## src/rtl/hps_spi_pkg.sv

```systemverilog
// Shared types and constants for the HPS-side SPI command channel master.
package hps_spi_pkg;

  localparam int WORD_W = 16;
  localparam int BIT_W  = $clog2(WORD_W);

  typedef enum logic [2:0] {
    IDLE,
    SETUP,
    SHIFT,
    HOLD,
    IDLE_GAP
  } state_e;

endpackage

```

## src/rtl/hps_spi_master_if.sv

```systemverilog
// Word-stream handshake between the command-channel user and the SPI master.
interface hps_spi_master_if;
  import hps_spi_pkg::*;

  logic [WORD_W-1:0] tx_data;
  logic              tx_last;
  logic              tx_valid;
  logic              tx_ready;
  logic [WORD_W-1:0] rx_data;
  logic              rx_valid;

  modport master (
    output tx_data, tx_last, tx_valid,
    input  tx_ready, rx_data, rx_valid
  );

  modport slave (
    input  tx_data, tx_last, tx_valid,
    output tx_ready, rx_data, rx_valid
  );

endinterface

```

## src/rtl/spi_clk_gen.sv

```systemverilog
// Half-period tick generator: one-cycle pulse every CLK_DIV cycles, restartable so
// every state begins on an exact phase boundary.
module spi_clk_gen #(
  parameter int CLK_DIV = 4
) (
  input  logic sys_clk,
  input  logic reset,
  input  logic clear_i,
  output logic tick_o
);

  localparam int CNT_W = $clog2(CLK_DIV);
  localparam logic [CNT_W-1:0] CNT_MAX = CNT_W'(CLK_DIV - 1);

  logic [CNT_W-1:0] cnt_q, cnt_d;

  always_comb begin
    cnt_d = cnt_q + 1'b1;
    if (clear_i || (cnt_q == CNT_MAX)) cnt_d = '0;
  end

  // NOTE: sequential state is updated with non-blocking assignments only, so every
  // register samples the pre-edge value of every other register.
  always_ff @(posedge sys_clk) begin
    if (reset) cnt_q <= '0;
    else       cnt_q <= cnt_d;
  end

  assign tick_o = (cnt_q == CNT_MAX);

endmodule

```

## src/rtl/hps_spi_master.sv

```systemverilog
// HPS-side SPI master (CPOL=0, CPHA=0): full-duplex 16-bit words with CS held across
// words until tx_last, plus registered copies of the io/osd/fpga enable requests.
module hps_spi_master
  import hps_spi_pkg::*;
#(
  parameter int CLK_DIV  = 4,
  parameter int CS_SETUP = 1,
  parameter int CS_IDLE  = 2
) (
  input  logic            sys_clk,
  input  logic            reset,
  hps_spi_master_if.slave bus,
  output logic            busy,
  input  logic            en_io,
  input  logic            en_osd,
  input  logic            en_fpga,
  output logic            io_enable,
  output logic            osd_enable,
  output logic            fpga_enable,
  output logic            spi_clk,
  output logic            spi_mosi,
  output logic            spi_cs,
  input  logic            spi_miso
);

  localparam int HC_MAX = (CS_SETUP > CS_IDLE) ? CS_SETUP : CS_IDLE;
  localparam int HC_W   = $clog2(HC_MAX + 1);

  state_e            state_q, state_d;
  logic [HC_W-1:0]   hc_q, hc_d;
  logic [BIT_W-1:0]  bit_q, bit_d;
  logic [WORD_W-1:0] tx_sh_q, tx_sh_d;
  logic [WORD_W-1:0] rx_sh_q, rx_sh_d;
  logic [WORD_W-1:0] rx_data_q, rx_data_d;
  logic              last_q, last_d;
  logic              cs_q, cs_d;
  logic              sck_q, sck_d;
  logic              mosi_q, mosi_d;
  logic              rx_valid_q, rx_valid_d;
  logic              ready_q, ready_d;
  logic [2:0]        en_q;
  logic              tick;
  logic              accept;

  spi_clk_gen #(.CLK_DIV(CLK_DIV)) u_clk_gen (
    .sys_clk (sys_clk),
    .reset   (reset),
    .clear_i (state_d != state_q),
    .tick_o  (tick)
  );

  assign accept = bus.tx_valid && ready_q;

  // NOTE: every next-state signal takes its default before the case statement, so no
  // path through the block can leave one unassigned and infer a latch.
  always_comb begin
    state_d    = state_q;
    hc_d       = hc_q;
    bit_d      = bit_q;
    tx_sh_d    = tx_sh_q;
    rx_sh_d    = rx_sh_q;
    rx_data_d  = rx_data_q;
    last_d     = last_q;
    cs_d       = cs_q;
    sck_d      = sck_q;
    mosi_d     = mosi_q;
    rx_valid_d = 1'b0;

    unique case (state_q)
      IDLE, HOLD: begin
        if (accept) begin
          tx_sh_d = bus.tx_data;
          last_d  = bus.tx_last;
          mosi_d  = bus.tx_data[WORD_W-1];
          cs_d    = 1'b1;
          state_d = SETUP;
        end
      end
      SETUP: begin
        if (tick) begin
          if (hc_q == HC_W'(CS_SETUP - 1)) begin
            bit_d   = BIT_W'(WORD_W - 1);
            mosi_d  = tx_sh_q[WORD_W-1];
            state_d = SHIFT;
          end else begin
            hc_d = hc_q + 1'b1;
          end
        end
      end
      SHIFT: begin
        if (tick) begin
          if (!sck_q) begin
            sck_d   = 1'b1;
            rx_sh_d = {rx_sh_q[WORD_W-2:0], spi_miso};
          end else begin
            sck_d = 1'b0;
            if (bit_q != '0) begin
              tx_sh_d = tx_sh_q << 1;
              mosi_d  = tx_sh_q[WORD_W-2];
              bit_d   = bit_q - 1'b1;
            end else begin
              rx_data_d  = rx_sh_q;
              rx_valid_d = 1'b1;
              cs_d       = !last_q;
              state_d    = last_q ? IDLE_GAP : HOLD;
            end
          end
        end
      end
      IDLE_GAP: begin
        if (tick) begin
          if (hc_q == HC_W'(CS_IDLE - 1)) state_d = IDLE;
          else                            hc_d    = hc_q + 1'b1;
        end
      end
      default: state_d = IDLE;
    endcase

    if (state_d != state_q) hc_d = '0;

    // Ready is held off during the rx_valid cycle so a strobe and an accept never coincide.
    ready_d = ((state_d == IDLE) || (state_d == HOLD)) && !rx_valid_d;
  end

  always_ff @(posedge sys_clk) begin
    if (reset) begin
      state_q    <= IDLE;
      hc_q       <= '0;
      bit_q      <= '0;
      tx_sh_q    <= '0;
      rx_sh_q    <= '0;
      rx_data_q  <= '0;
      last_q     <= 1'b0;
      cs_q       <= 1'b0;
      sck_q      <= 1'b0;
      mosi_q     <= 1'b0;
      rx_valid_q <= 1'b0;
      ready_q    <= 1'b0;
      en_q       <= '0;
    end else begin
      state_q    <= state_d;
      hc_q       <= hc_d;
      bit_q      <= bit_d;
      tx_sh_q    <= tx_sh_d;
      rx_sh_q    <= rx_sh_d;
      rx_data_q  <= rx_data_d;
      last_q     <= last_d;
      cs_q       <= cs_d;
      sck_q      <= sck_d;
      mosi_q     <= mosi_d;
      rx_valid_q <= rx_valid_d;
      ready_q    <= ready_d;
      en_q       <= {en_io, en_osd, en_fpga};
    end
  end

  assign bus.tx_ready = ready_q;
  assign bus.rx_data  = rx_data_q;
  assign bus.rx_valid = rx_valid_q;
  assign busy         = (state_q != IDLE);
  assign spi_cs       = cs_q;
  assign spi_clk      = sck_q;
  assign spi_mosi     = mosi_q;
  assign io_enable    = en_q[2];
  assign osd_enable   = en_q[1];
  assign fpga_enable  = en_q[0];

endmodule

```

## src/flat_wrapper.sv

```systemverilog
// flat-port wrapper written by rule: the top's interface ports become plain ports
module hps_spi_master_flat import hps_spi_pkg::*;
#(
  parameter int CLK_DIV  = 4,
  parameter int CS_SETUP = 1,
  parameter int CS_IDLE  = 2
)
  (sys_clk, reset, busy, en_io, en_osd, en_fpga, io_enable, osd_enable, fpga_enable, spi_clk, spi_mosi, spi_cs, spi_miso, bus_tx_data, bus_tx_last, bus_tx_valid, bus_tx_ready, bus_rx_data, bus_rx_valid);
  hps_spi_master_if bus_i ();
  input  logic sys_clk;
  input  logic reset;
  output logic busy;
  input  logic en_io;
  input  logic en_osd;
  input  logic en_fpga;
  output logic io_enable;
  output logic osd_enable;
  output logic fpga_enable;
  output logic spi_clk;
  output logic spi_mosi;
  output logic spi_cs;
  input  logic spi_miso;
  input wire logic [$bits(bus_i.tx_data)-1:0] bus_tx_data;
  input wire logic [$bits(bus_i.tx_last)-1:0] bus_tx_last;
  input wire logic [$bits(bus_i.tx_valid)-1:0] bus_tx_valid;
  output wire logic [$bits(bus_i.tx_ready)-1:0] bus_tx_ready;
  output wire logic [$bits(bus_i.rx_data)-1:0] bus_rx_data;
  output wire logic [$bits(bus_i.rx_valid)-1:0] bus_rx_valid;
  assign bus_i.tx_data = bus_tx_data;
  assign bus_i.tx_last = bus_tx_last;
  assign bus_i.tx_valid = bus_tx_valid;
  assign bus_tx_ready = bus_i.tx_ready;
  assign bus_rx_data = bus_i.rx_data;
  assign bus_rx_valid = bus_i.rx_valid;
  hps_spi_master #(.CLK_DIV(CLK_DIV), .CS_SETUP(CS_SETUP), .CS_IDLE(CS_IDLE)) u_core (.sys_clk(sys_clk), .reset(reset), .bus(bus_i), .busy(busy), .en_io(en_io), .en_osd(en_osd), .en_fpga(en_fpga), .io_enable(io_enable), .osd_enable(osd_enable), .fpga_enable(fpga_enable), .spi_clk(spi_clk), .spi_mosi(spi_mosi), .spi_cs(spi_cs), .spi_miso(spi_miso));
endmodule
```

## config.mk

```make
export PLATFORM = sky130hd
export DESIGN_NAME = hps_spi_master_flat
export DESIGN_NICKNAME = d
export VERILOG_FILES = /design/src/rtl/hps_spi_pkg.sv /design/src/rtl/hps_spi_master_if.sv /design/src/rtl/spi_clk_gen.sv /design/src/rtl/hps_spi_master.sv /design/src/flat_wrapper.sv
export SDC_FILE = /design/constraint.sdc
export NUM_CORES = 1
export LEC_CHECK = 0
export ABC_CLOCK_PERIOD_IN_PS = 4450
export BUFFER_PORTS_ARGS = -buffer_cell sky130_fd_sc_hd__buf_2
export CORE_UTILIZATION = 55
export CTS_CLUSTER_DIAMETER = 80
export DETAILED_ROUTE_END_ITERATION = 8
export HOLD_SLACK_MARGIN = 0.06
export PLACE_DENSITY_LB_ADDON = 0.25
export SETUP_SLACK_MARGIN = 0.05
export SLEW_MARGIN = 20
export SYNTH_ARGS = -nofsm -noshare
export SYNTH_HDL_FRONTEND = slang
export SYNTH_SLANG_ARGS = --single-unit
```

## constraint.sdc

```tcl
create_clock -name sys_clk -period 4.45 [get_ports sys_clk]
set_input_delay 0.2225 -clock sys_clk [delete_from_list [all_inputs] [get_ports sys_clk]]
set_output_delay 0.2225 -clock sys_clk [all_outputs]
set_load 0.03 [all_outputs]
```

### Word-level counts from Yosys, hierarchy flattened

Index checks and enable logic that the tools add are counted.

* multiplexer cells: 43
* add/subtract/negate cells: 3
* bitwise logic cells: 2
* reductions and logical operators: 27
* equal/unequal tests: 18

Operators by type and width (count)
* $mux 16: 4
* $pmux 16 s2: 1
* $mux 3: 9
* $mux 4: 5
* $mux 1: 15
* $reduce_and 5->1: 3
* $ne 2x1->1 const B: 7
* $pmux 3 s4: 1
* $eq 3x2->1 const B: 3
* $mux 2: 4
* $pmux 4 s2: 1
* $reduce_and 7->1: 1
* $logic_not 3->1: 2
* $ne 2x2->1 const B: 3
* $reduce_and 6->1: 1
* $reduce_bool 2->1: 3
* $reduce_bool 3->1: 2
* $reduce_or 2->1: 3
* $add 2x1->2 const B: 2
* $pmux 2 s2: 1
* $reduce_and 2->1: 2
* $reduce_and 4->1: 1
* $reduce_bool 4->1: 1
* $sub 4x1->4 const B: 1
* 13 further kinds: 17

* output and inout port bits: 25
* flip-flop bits (word level): 68
* bits of input ports: 24

### Logic depth before layout (Yosys ltp)

* depth in word-level cells: 8
* depth in mapped cells: 9
* depth with buffers taken out: 7

### By module

Synthesis repeated with hierarchy kept, for this count alone.

* cell total of the unflattened synthesis: 316
* area total of the unflattened synthesis: 2884.0 µm²

By module, submodules not included
* hps_spi_master: instances 1, cells an instance 311, area an instance 2803.9 µm², sequential area each 1321.3 µm²
* spi_clk_gen: instances 1, cells an instance 5, area an instance 80.1 µm², sequential area each 40.0 µm²

### Worst setup path before layout

Ideal clock, no wire load.

* path kind: register to register
* from: register u_core.bit_q[0]
* to: register u_core.ready_q, in the netlist u_core.bus.tx_ready
* arrival: 1731 ps
* period minus slack after synthesis: 1846 ps
* setup slack: 2604 ps
* library setup time: 115 ps
* cell stages (with the launch flop): 9
* cells stage by stage: dfxtp_1 -> inv_1 -> ha_1 -> or3b_1 -> buf_6 -> o21a_1 -> a2111oi_2 -> xnor2_1 -> and3_1

* cells in the longest elaborated chain, start to end: 8
* elaborated cells on any way between the ends: 14
* classes of those cells: 1 x eq/ne; 8 x mux; 5 x reduce/logical

RTL lines
* from (decl): RTL line hps_spi_master.sv:31 `logic [BIT_W-1:0] bit_q, bit_d;`
* from (signal assigned): RTL line hps_spi_master.sv:143 `bit_q <= bit_d;`
* $reduce_bool 4->1 (*): RTL line hps_spi_master.sv:97 `if (bit_q != '0) begin`
* $mux 3: RTL line hps_spi_master.sv:97
* $mux 3: RTL line hps_spi_master.sv:92 `if (!sck_q) begin`
* $mux 3: RTL line hps_spi_master.sv:91 `if (tick) begin`
* $pmux 3 s4: RTL line hps_spi_master.sv:69 `unique case (state_q)`
* $eq 3x2->1 / $logic_not 3->1 (equally long branches): RTL line hps_spi_master.sv:122 `ready_d = ((state_d == IDLE) || (state_d == HOLD)) && !rx_valid_d;`
* $logic_or 1x1->1: RTL line hps_spi_master.sv:122
* $logic_and 1x1->1 (*): RTL line hps_spi_master.sv:122
* to (signal assigned): RTL line hps_spi_master.sv:152 `ready_q <= ready_d;`
* to (decl): RTL line hps_spi_master.sv:40 `logic ready_q, ready_d;`

Mark *: on every way between the ends. The rest lies on a longest branch, timed or not.
A chain may end at the register's enable or synchronous reset.

### Final worst setup path

* from: register u_core.state_q[1]
* to: register u_core.rx_data_q[1], in the netlist u_core.bus.rx_data[1]

* cells in the longest elaborated chain, start to end: 2

RTL lines
* from (decl): RTL line hps_spi_master.sv:29 `state_e state_q, state_d;`
* from (signal assigned): RTL line hps_spi_master.sv:141 `state_q <= state_d;`
* $eq 3x2->1: RTL line hps_spi_master.sv:69
* $reduce_and 4->1 (no line)
* to (signal assigned): RTL line hps_spi_master.sv:146 `rx_data_q <= rx_data_d;`
* to (decl): RTL line hps_spi_master.sv:34 `logic [WORD_W-1:0] rx_data_q, rx_data_d;`

No other way between the ends.

==> flow_summary.yaml <==
run_status:
  run_status: "completed"
power_and_ir_drop:
  p_int_w: 0.000993
  clockPowerShare_pct: 38.5
  seq_power_share_pct: 49.8
  static-leakage-power_nw: 1.30
  p_per_area_nw_per_um2: 411
  switching_share_pct: 25.6
  p_switching_w: 0.000341
  combPwrFrac_pct: 11.8
  vdd_drop_max_mv: 0.257
die:
  io_pins: 49
  die_w_um: 73.6
  coreArea_sq_um: 4820
  fp.dieH_um: 73.6
  fp.dieArea_sq_um: 5420
  start_util_pct: 58.5
  num_rows: 25
yosys:
  ys_ff_latch: 68
  syn_avg_cell_area_sq_um: 9.01
  yosys_warnings: 0
  synth.cell_area_sq_um: 2820
  synth_top_area_share_pct: 48.3
  synth_nets: 342
  netlist_instances: 313
  synth_ff_type: "dfxtp_1"
  async_reset_ff_share_pct: 0
  yosys.area.top_type: "dfxtp_1"
  synth.area.top_cells: "dfxtp_1 (48%), nand2_1 (8.8%), a22o_1 (5.0%)"
  synth-edff-count: 0
  synth_cell_types: 47
  yosysSeqAreaShare_pct: 48.3
place:
  port_buffers: 48
  place_congestion: 0.844
  place_area_sq_um: 3040
  dpl.hpwl_um: 3520
sta:
  setup-tns-final_ps: 0
  final_hold_viol_count: 0
  period_minus_slack_ps: 2480
  hold_slack_ps: 86.7
  relSlewSlack_pct: 35.8
  fin_crit_sh_pct: 55.8
  rsz0062_at_grt: "false"
  fin_skew_ps: 7.76
  max_freq_mhz: 403
  slew_violations: 0
  setup-violations-final: 0
  tightest_slew_ps: 960
global_route:
  track_usage_pct: 21.6
  met1_usage_pct: 27.8
  grt_pass1_vias: 1952
  antenna_found_initial: 0
  grt_max_degree: 50
  met2_usage_pct: 32.4
  grt_overflow_total: 0
  busiest_layer: "met2"
  grtUsageMet3_pct: 5.49
  grt_pass1_wl_um: 8870
detailed_routing:
  drt_pre_antenna_iters: 4
  dr_total_vias: 2317
  wirelength_um: 5490
  viasPerCell: 5.48
  wl_per_cell_um: 13.0
  drtIter0Drc: 132
  drc: 0
  antenna_left: 0
critical_path:
  crit_path_max_fanout: 23
  crit_path_cell_trace: "or3b_1 > nor4_4 > a22o_1"
  critPathRequiredTime_ps: 4730
  max_stage_delay_ps: 880
  end_kind: "register"
  crit_slowest_cell: "nor4_4"
  setup.worst_path.class: "register to register"
  arrival_ps: 2760
  critPathLaunchType: "register"
layout:
  area_delta_synth_final_pct: 15.1
  drive_above_1_share_pct: 20.8
  fin_area_sq_um: 3250
  antenna_cells: 0
  nets: 380
clock_tree:
  cts.sinks: 68
  clock-root-buffer: "clkbuf_8"
  clk_latency_ps: 340
  clk_pin_slew_ps: 70
  post-cts-setup-buffers: 0
  cts_tree: "done"
  cts_buffers: 9
  clk_path_buf_depth: 2
  postCtsResizedCells: 0
  ctsHtreeMaxLevel: 3
  ctsHoldBuffers: 0
min_path:
  hold_path.class: "input port to register"
run:
  drv_cap: 0
-- stage by stage --
step	util, %	power, W	std cells	setup slack (ps)
2_1_floorplan	-	0.000796	313	2600
3_3_place_gp	63.1	0.000827	407	1850
3_5_place_dp	63.1	0.000833	407	1790
4_1_cts	67.3	0.00135	423	1790
5_1_grt	67.4	0.00139	423	1780
6_report	67.4	0.00133	423	1970
-- metal layers --
| layer | share of wire [%] | wire (um) |
|---|---|---|
| met5 | 0 | 0 |
| met4 | 2.5 | 138 |
| met3 | 6.2 | 340 |
| met1 | 47 | 2570 |
| met2 | 44 | 2440 |
-- registers in the layout, indices dropped and copies added (netlist names) --
register / count
u_core.bus.rx_data: 16
u_core.spi_mosi: 1
u_core.spi_cs: 1
u_core.en_q: 3
u_core.bit_q: 4
u_core.tx_sh_q: 16
u_core.state_q: 3
u_core.last_q: 1
u_core.spi_clk: 1
u_core.u_clk_gen.cnt_q: 2
u_core.bus.rx_valid: 1
u_core.bus.tx_ready: 1
u_core.hc_q: 2
u_core.rx_sh_q: 16
-- cell usage in the layout, fill, tap and decap left out, types with 7 or more instances in the layout --
master | Yosys | layout
a21oi_1 | 22 | 22
a22o_1 | 16 | 16
a311oi_1 | 15 | 15
buf_2 | 7 | 48
clkbuf_8 | 0 | 11
dfxtp_1 | 68 | 68
nand2_1 | 66 | 66
nor2_1 | 32 | 31
nor2b_1 | 7 | 7
-- worst paths after layout --
path,start,end,slack [ps],cells past startpoint
max,u_core.state_q[1]$_SDFF_PP0_,u_core.bus.rx_data[1]$_SDFFE_PP0P_,1970,3
min,en_osd,u_core.en_q[1]$_SDFF_PP0_,90,2
max reg2reg,u_core.state_q[1]$_SDFF_PP0_,u_core.bus.rx_data[1]$_SDFFE_PP0P_,1970,3
min reg2reg,u_core.u_clk_gen.cnt_q[0]$_SDFF_PP0_,u_core.u_clk_gen.cnt_q[0]$_SDFF_PP0_,440,1
-- critical path: cells and delay by family, from the launching register on --
| family | cells | cell delay (ps) |
|---|---|---|
| flip-flops | 1 | 560 |
| AND/OR/NAND/NOR | 2 | 1630 |
| AO/OA/AOI/OAI | 1 | 230 |
-- power by group through the flow --
stage / combinational, W / sequential [W] / clock, W
2_1_floorplan: 0.000116 / 0.000680 / 0
3_3_place_gp: 0.000152 / 0.000675 / 0
3_5_place_dp: 0.000156 / 0.000677 / 0
4_1_cts: 0.000157 / 0.000663 / 0.000527
5_1_grt: 0.000174 / 0.000667 / 0.000552
6_report: 0.000157 / 0.000664 / 0.000514
-- synth_stat cells, drive strengths merged, types with 2 or more instances --
cell	count
nor3b	3
o21a	2
a311oi	15
ha	5
nand2	66
nor3	7
a22o	16
buf	11
and2	3
nor2	32
nor4	4
a211oi	3
nand2b	2
or3b	2
nor2b	7
mux2i	4
clkbuf	12
and3b	2
xnor2	3
or4b	2
dfxtp	68
inv	4
a21oi	22
-- kinds of logic after synthesis --
family	Yosys count	share of synthesized area [%]
xor+xnor	4	1.24
fa+ha+maj	5	2.22
compound gates	67	18.1
flops	68	48.3
buf+inv	27	4.70
mux	4	1.42
simple gates	138	24.1
-- final cells by class --
class	instances	area [sq um]
Clock buffer	12	155
Clock inverter	4	47.5
Fill cell	401	1570
Inverter	4	15.0
Multi-Input combinational cell	218	1330
Sequential cell	68	1360
Tap cell	67	83.8
Timing Repair Buffer	50	255
No activity file was read; power rests on OpenSTA's default activity.
